--- config.mk ---
export PLATFORM = sky130hd
export DESIGN_NAME = watch_time_counter
export DESIGN_NICKNAME = d
export VERILOG_FILES = /design/src/rtl/watch_time_counter.sv
export SDC_FILE = /design/constraint.sdc
export NUM_CORES = 1
export LEC_CHECK = 0
export CORE_MARGIN = 3
export CORE_UTILIZATION = 41
export DETAILED_ROUTE_END_ITERATION = 16
export PLACE_DENSITY = 0.76
export SETUP_SLACK_MARGIN = 0.2
export SLEW_MARGIN = 5
export SYNTH_ARGS = -nofsm -noshare
export SYNTH_HDL_FRONTEND = slang
export SYNTH_SLANG_ARGS = --single-unit
--- constraint.sdc ---
create_clock -name clk -period 2.6 [get_ports clk]
set_input_delay 0.39 -clock clk [delete_from_list [all_inputs] [get_ports clk]]
set_output_delay 0.39 -clock clk [all_outputs]
set_load 0.02 [all_outputs]
--- src/rtl/watch_time_counter.sv ---
// Real-time-clock core: holds date and time of day, advances one second per
// tick_1s with full calendar carry (leap years included) and accepts clamped loads.
module watch_time_counter #(
    parameter int unsigned RST_YEAR  = 0,
    parameter int unsigned RST_MONTH = 1,
    parameter int unsigned RST_DAY   = 1,
    parameter int unsigned RST_HOUR  = 0,
    parameter int unsigned YEAR_MAX  = 99
) (
    input  logic        clk,
    input  logic        rst,
    input  logic        tick_1s,
    input  logic        hold,
    input  logic        en_time,
    input  logic [47:0] bin_time,
    output logic [7:0]  year,
    output logic [7:0]  month,
    output logic [7:0]  day,
    output logic [7:0]  hour,
    output logic [7:0]  minute,
    output logic [7:0]  second,
    output logic        day_tick
);

    localparam logic [7:0] YEAR_MAX_B  = 8'(YEAR_MAX);
    localparam logic [7:0] RST_YEAR_B  = 8'(RST_YEAR);
    localparam logic [7:0] RST_MONTH_B = 8'(RST_MONTH);
    localparam logic [7:0] RST_DAY_B   = 8'(RST_DAY);
    localparam logic [7:0] RST_HOUR_B  = 8'(RST_HOUR);

    logic [7:0] year_q,   year_d;
    logic [7:0] month_q,  month_d;
    logic [7:0] day_q,    day_d;
    logic [7:0] hour_q,   hour_d;
    logic [7:0] minute_q, minute_d;
    logic [7:0] second_q, second_d;
    logic       day_tick_q, day_tick_d;

    logic [7:0] ld_year, ld_month, ld_day, ld_hour, ld_minute, ld_second;
    logic [7:0] ld_dim, cur_dim;

    // Every year offset divisible by four is a leap year, since offset 0 is 2000.
    function automatic logic [7:0] days_in_month(input logic [7:0] m, input logic [1:0] y_lo);
        logic [7:0] d;
        case (m)
            8'd4, 8'd6, 8'd9, 8'd11: d = 8'd30;
            8'd2:                    d = (y_lo == 2'd0) ? 8'd29 : 8'd28;
            default:                 d = 8'd31;
        endcase
        return d;
    endfunction

    always_comb begin
        ld_second = (bin_time[7:0]   > 8'd59) ? 8'd59 : bin_time[7:0];
        ld_minute = (bin_time[15:8]  > 8'd59) ? 8'd59 : bin_time[15:8];
        ld_hour   = (bin_time[23:16] > 8'd23) ? 8'd23 : bin_time[23:16];
        ld_year   = (bin_time[47:40] > YEAR_MAX_B) ? YEAR_MAX_B : bin_time[47:40];
        if (bin_time[39:32] == 8'd0) begin
            ld_month = 8'd1;
        end else if (bin_time[39:32] > 8'd12) begin
            ld_month = 8'd12;
        end else begin
            ld_month = bin_time[39:32];
        end
        ld_dim = days_in_month(ld_month, ld_year[1:0]);
        if (bin_time[31:24] == 8'd0) begin
            ld_day = 8'd1;
        end else if (bin_time[31:24] > ld_dim) begin
            ld_day = ld_dim;
        end else begin
            ld_day = bin_time[31:24];
        end
    end

    // The whole carry chain resolves in one cycle so all fields change together.
    always_comb begin
        year_d     = year_q;
        month_d    = month_q;
        day_d      = day_q;
        hour_d     = hour_q;
        minute_d   = minute_q;
        second_d   = second_q;
        day_tick_d = 1'b0;
        cur_dim    = days_in_month(month_q, year_q[1:0]);
        if (en_time) begin
            year_d   = ld_year;
            month_d  = ld_month;
            day_d    = ld_day;
            hour_d   = ld_hour;
            minute_d = ld_minute;
            second_d = ld_second;
        end else if (tick_1s && !hold) begin
            if (second_q >= 8'd59) begin
                second_d = 8'd0;
                if (minute_q >= 8'd59) begin
                    minute_d = 8'd0;
                    if (hour_q >= 8'd23) begin
                        hour_d     = 8'd0;
                        day_tick_d = 1'b1;
                        if (day_q >= cur_dim) begin
                            day_d = 8'd1;
                            if (month_q >= 8'd12) begin
                                month_d = 8'd1;
                                year_d  = (year_q >= YEAR_MAX_B) ? 8'd0 : year_q + 8'd1;
                            end else begin
                                month_d = month_q + 8'd1;
                            end
                        end else begin
                            day_d = day_q + 8'd1;
                        end
                    end else begin
                        hour_d = hour_q + 8'd1;
                    end
                end else begin
                    minute_d = minute_q + 8'd1;
                end
            end else begin
                second_d = second_q + 8'd1;
            end
        end
    end

    always_ff @(posedge clk) begin
        if (!rst) begin
            year_q     <= RST_YEAR_B;
            month_q    <= RST_MONTH_B;
            day_q      <= RST_DAY_B;
            hour_q     <= RST_HOUR_B;
            minute_q   <= 8'd0;
            second_q   <= 8'd0;
            day_tick_q <= 1'b0;
        end else begin
            year_q     <= year_d;
            month_q    <= month_d;
            day_q      <= day_d;
            hour_q     <= hour_d;
            minute_q   <= minute_d;
            second_q   <= second_d;
            day_tick_q <= day_tick_d;
        end
    end

    assign year     = year_q;
    assign month    = month_q;
    assign day      = day_q;
    assign hour     = hour_q;
    assign minute   = minute_q;
    assign second   = second_q;
    assign day_tick = day_tick_q;

endmodule

# == Yosys cells after proc, flatten, opt, wreduce, memory -nomap -nowiden ==
# Index checks and enable logic that the tools add are counted.
# word_totals
ff_bits,49
latch_bits,0
ramBits,0
mem_bits_ro,0
in_bits,53
output_inout_bits,49
n_memories,0
# op_classes
n_addsub,6
multipliers,0
n_div,0
order_cmp,12
n_eq_ne,10
shifts,0
n_mux,46
bitwise_logic,4
reduce_logical,20
# ops
operator,n
8-bit 2-to-1 mux,41
8-bit by 1-bit adder with 8-bit output (second input constant),6
8-bit by 3-bit equality test with 1-bit output (second input constant),4
8-bit by 4-bit equality test with 1-bit output (second input constant),4
8-bit by 2-bit equality test with 1-bit output (second input constant),2
8-bit by 6-bit >= comparator with 1-bit output (second input constant),2
8-bit by 6-bit > comparator with 1-bit output (second input constant),2
8-bit zero test,2
2-bit nonzero test,6
8-bit by 4-bit >= comparator with 1-bit output (second input constant),1
8-bit by 5-bit >= comparator with 1-bit output (second input constant),1
8-bit by 7-bit >= comparator with 1-bit output (second input constant),1
8-bit >= comparator,1
8-bit by 4-bit > comparator with 1-bit output (second input constant),1
8-bit by 5-bit > comparator with 1-bit output (second input constant),1
8-bit by 7-bit > comparator with 1-bit output (second input constant),1
8-bit > comparator,1
2-bit one-hot mux with 2 select lines,2
4-bit OR reduction,2
6-bit AND reduction,1
5-bit AND reduction,1
5-bit OR reduction,1
2-bit zero test,2
1-bit inverter,4
6 further kinds,8

# == Logic depth before layout (Yosys ltp) ==
# depth
ltp_word,10
mapped_depth,12
mapped_depth_nobuf,12

# == Worst setup path after synthesis ==
# Ideal clock, no wire load.
# synth_timing
kind,reg-to-reg
from,"register month_q[4], in the netlist month[4]"
to,"register year_q[6], in the netlist year[6]"
setup_time_ps,88
t_arrival_ps,2507
required_ps,2512
slack_ps,4
stages_incl_launch_ff,11
path_cell_list,dfxtp_1 -> or4_1 -> a21oi_1 -> o21ai_0 -> ha_1 -> nand2b_1 -> a21oi_1 -> o21a_1 -> nor3_4 -> a21oi_2 -> a311oi_2
# synth_via
elab_chain_cells,6
elab_cells_between_ends,12
cone_classes,2 x order compare; 5 x eq/ne; 1 x mux; 4 x reduce/logical
# synth_lines
item,line_no,source
start: declaration,32,"logic [7:0] month_q, month_d;"
start signal: assignment,134,month_q <= month_d;
8-bit by 3-bit equality test with 1-bit output or 8-bit by 4-bit equality test with 1-bit output (tied branches),45,case (m)
4-bit OR reduction,45,
2-bit one-hot mux with 2 select lines,45,
8-bit >= comparator,100,if (day_q >= cur_dim) begin
2-bit nonzero test (no source line),-,
6-bit AND reduction (no source line) (*),-,
end signal: assignment,133,year_q <= year_d;
end: declaration,31,"logic [7:0] year_q, year_d;"
# Mark *: on every way between the ends. The rest lies on a longest branch, timed or not.
# A chain may end at the register's enable or synchronous reset.

# == Worst setup path in the final report ==
# layout_timing
from,"register month_q[5], in the netlist month[5]"
to,"register year_q[6], in the netlist year[6]"
# Same word-level chain as after synthesis.

==> impl_metrics.tcl <==
set metrics [dict create \
    clk_latency_ps 310 \
    place_area_um2 4270 \
    numClockSinks 49 \
    synth-compound-area-share_pct 32.5 \
    finalHoldViolCount 0 \
    drive_gt1_share_pct 19.2 \
    cts.clk_slew.worst_paths_ps 100 \
    syn2layout_area_growth_pct 53.7 \
    overflow 0 \
    synthArstFlopShare_pct 0 \
    final_nets 567 \
    switching_share_pct 31.0 \
    arrival_ps 2730 \
    dp_hpwl_um 7000 \
    first_pass_iters 5 \
    fin_crit_sh_pct 96.5 \
    antenna_found_initial 0 \
    p_sw_w 0.000534 \
    relSlewSlack_pct 31.2 \
    status "finished clean" \
    drv_cap 0 \
    vdd_drop_max_v 0.000210 \
    synthCells 371 \
    fill_cells 606 \
    layout_common_cells "88 x clkdlybuf4s50_1, 45 x dfxtp_1, 40 x o21ai_0, 28 x nor2_1, 28 x buf_4" \
    ios 102 \
    core_um2 6910 \
    synth_top_family_by_area "compound AO/OA/AOI/OAI gates" \
    endpoint_kind "flip-flop" \
    netlist_top_cells_area "dfxtp_1 33%, o21ai_0 7.9%, ha_1 5.9%, a21oi_1 5.0%, nor2_1 3.8%" \
    die_h_um 91.3 \
    fin_crit_ps 2510 \
    rsz0062_at_grt "true" \
    place_inst 579 \
    fin_cells 597 \
    grt_max_degree 27 \
    place.gp.congestion 0.847 \
    first_global_vias 3257 \
    antenna_cells 0 \
    track_usage_pct 22.2 \
    die_x_um 91.3 \
    syn_area_um2 2980 \
    p_comb_share_pct 25.7 \
    design_area_um2 4580 \
    cts_hold_buf 0 \
    ys_types 68 \
    path_delay_family "simple AND/OR/NAND/NOR gates" \
    setup_viol 0 \
    final_common_cell "clkdlybuf4s50_1" \
    initial_utilization_pct 43.2 \
    yosys.area.top_type_share_pct 32.9 \
    viasPerCell 5.70 \
    synth-simple-area-share_pct 23.0 \
    numCtsBuffers 5 \
    cp_max_fo 4 \
    rows 30 \
    vias 3402 \
    crit_buf_inv 1 \
    timing.fmax_mhz 399 \
    synth_area_per_cell_um2 8.03 \
    first_iter_violations 235 \
    htreeDepth 2 \
    synth_ff_type "dfxtp_1" \
    wl_per_cell_um 16.0 \
    p_per_area_nw_per_um2 377 \
    synth_fa_ha_area_share_pct 5.88 \
    cp_slowest_cell "or4_4" \
    die_area_um2 8330 \
    hold_class "reg2reg" \
    r2r-start "month[5]" \
    finalMaxSlewViolations 0 \
    detail-route-antenna-nets 0 \
    p_seq_share_pct 47.4 \
    synth_seq_cells 49 \
    cts_root_buf "clkbuf_8" \
    clock_skew_ps 8.23 \
    start_kind "flip-flop" \
    crit_chain "or4_4, a21oi_2, o21ai_1, ha_1, nand2b_4, a21oi_4, o21a_4, nor3_4, buf_4, a21oi_2, a311oi_2" \
    power.leakage_nw 1.77 \
    yosys.area.top_type "dfxtp_1" \
    grt_first_pass_wirelength_um 15500 \
    worst_path_most_repeated_cell "a21oi_2" \
    drc 0 \
    synth.area.mux_share_pct 0.756 \
    yosysWarnings 0 \
    pwr-share-clk_pct 26.9 \
    crit_path_max_incr_delay_ps 560 \
    syn_nets 438 \
    tightest_slew_ps 1020 \
    synthXorXnorAreaFrac_pct 1.18 \
    cts_buffer_depth 2 \
    hp-start "year[1]" \
    synth_edf_count 0 \
    worst_ep_required_time_ps 2820 \
    synth_seq_area_share_pct 32.9 \
    worst-setup-path-type "reg2reg" \
    cts_tree "done" \
    p_int_w 0.00119 \
    startpoint "month[5]" \
    portBuffers 101 \
    finalWirelength_um 9540 \
]
[cell type report]
cell class              count  area, um^2  share of cell area, %
clock buffers               5        68.8                   1.50
clock inverters             3        22.5                  0.492
inverters                  15        56.3                   1.23
multi-input cells         293        2060                   45.0
flip-flops and latches     49         988                   21.6
well taps                  96         120                   2.62
repair buffers            136        1260                   27.6
[cells by family after synthesis]
family / count (synthesis)
flip-flops: 49
buffers and inverters: 29
AND/OR/NAND/NOR: 131
multiplexers: 2
AO/OA/AOI/OAI: 142
adder cells (fa/ha/maj): 14
XOR/XNOR: 4
[worst min-delay path: cells and delay by family, from the launching register on]
| family | cells | cell delay (ps) |
|---|---|---|
| compound gates | 1 | 60 |
| buf+inv | 1 | 80 |
| flops | 1 | 320 |
[state kept, by name (all words and copies together) (netlist names)]
signal	count
hour	8
day_tick	1
minute	8
month	8
day	8
year	8
second	8
[repair_timing]
item	in CTS	in global routing
gates resized for setup	43	29
setup buffers	6	4
pin swaps	22	27
setup endpoints to repair	20	22
[metal layers]
layer  share of wire, %  global-route usage (%)
met1                 44                    28.9
met2                 49                    37.7
met3                5.6                    4.23
met4                1.8                    5.53
met5                  0                       0
[final timing paths]
path / end / slack, ps / depth (start not counted)
worst max-delay path: year[6] / 90 / 11
worst min-delay path: year[1] / 500 / 2
worst max register to register: year[6] / 90 / 11
worst min register to register: year[1] / 500 / 2
[through the flow]
stage	worst slack, ps	total power, W	setup TNS (ps)	hold slack, ps	utilization (%)
floorplan	75.9	0.00102	0	517	-
global placement	-370	0.00123	-729	464	61.8
detailed placement	-476	0.00124	-935	491	61.8
CTS	142	0.00171	0	506	64.9
global route	-1.00	0.00181	-1.00	520	66.3
finish	91.3	0.00173	0	500	66.3
[power by group through the flow]
stage	clock network, W	logic [W]	registers (W)
after floorplan	0	0.000163	0.000861
after global placement	0	0.000398	0.000833
after detailed placement	0	0.000405	0.000833
after CTS	0.000475	0.000423	0.000816
after global routing	0.000502	0.000480	0.000823
final	0.000465	0.000443	0.000818
[synthesized netlist by cell type (2+ instances only)]
| cell | instances |
|---|---|
| a211oi_1 | 8 |
| o31ai_1 | 6 |
| a211o_1 | 2 |
| a22oi_1 | 2 |
| mux2_2 | 2 |
| nand3_1 | 16 |
| o21bai_1 | 3 |
| nand2b_1 | 5 |
| and3_1 | 10 |
| o211ai_1 | 3 |
| a41oi_1 | 2 |
| nand4_1 | 3 |
| o21ai_1 | 2 |
| or4_1 | 4 |
| or2_2 | 4 |
| clkinv_1 | 2 |
| a31oi_1 | 7 |
| a21boi_0 | 2 |
| ha_1 | 14 |
| nand2_1 | 24 |
| or3_1 | 3 |
| a21oi_1 | 30 |
| nor2b_1 | 7 |
| xor2_1 | 3 |
| o21ai_0 | 47 |
| inv_1 | 13 |
| nand3b_1 | 2 |
| o32ai_1 | 2 |
| o211a_1 | 2 |
| nor3_1 | 11 |
| nor4_1 | 4 |
| nor2_1 | 30 |
| dfxtp_1 | 49 |
| clkbuf_1 | 12 |
| buf_2 | 2 |
Note: power is estimated with default switching activity, not from simulation.
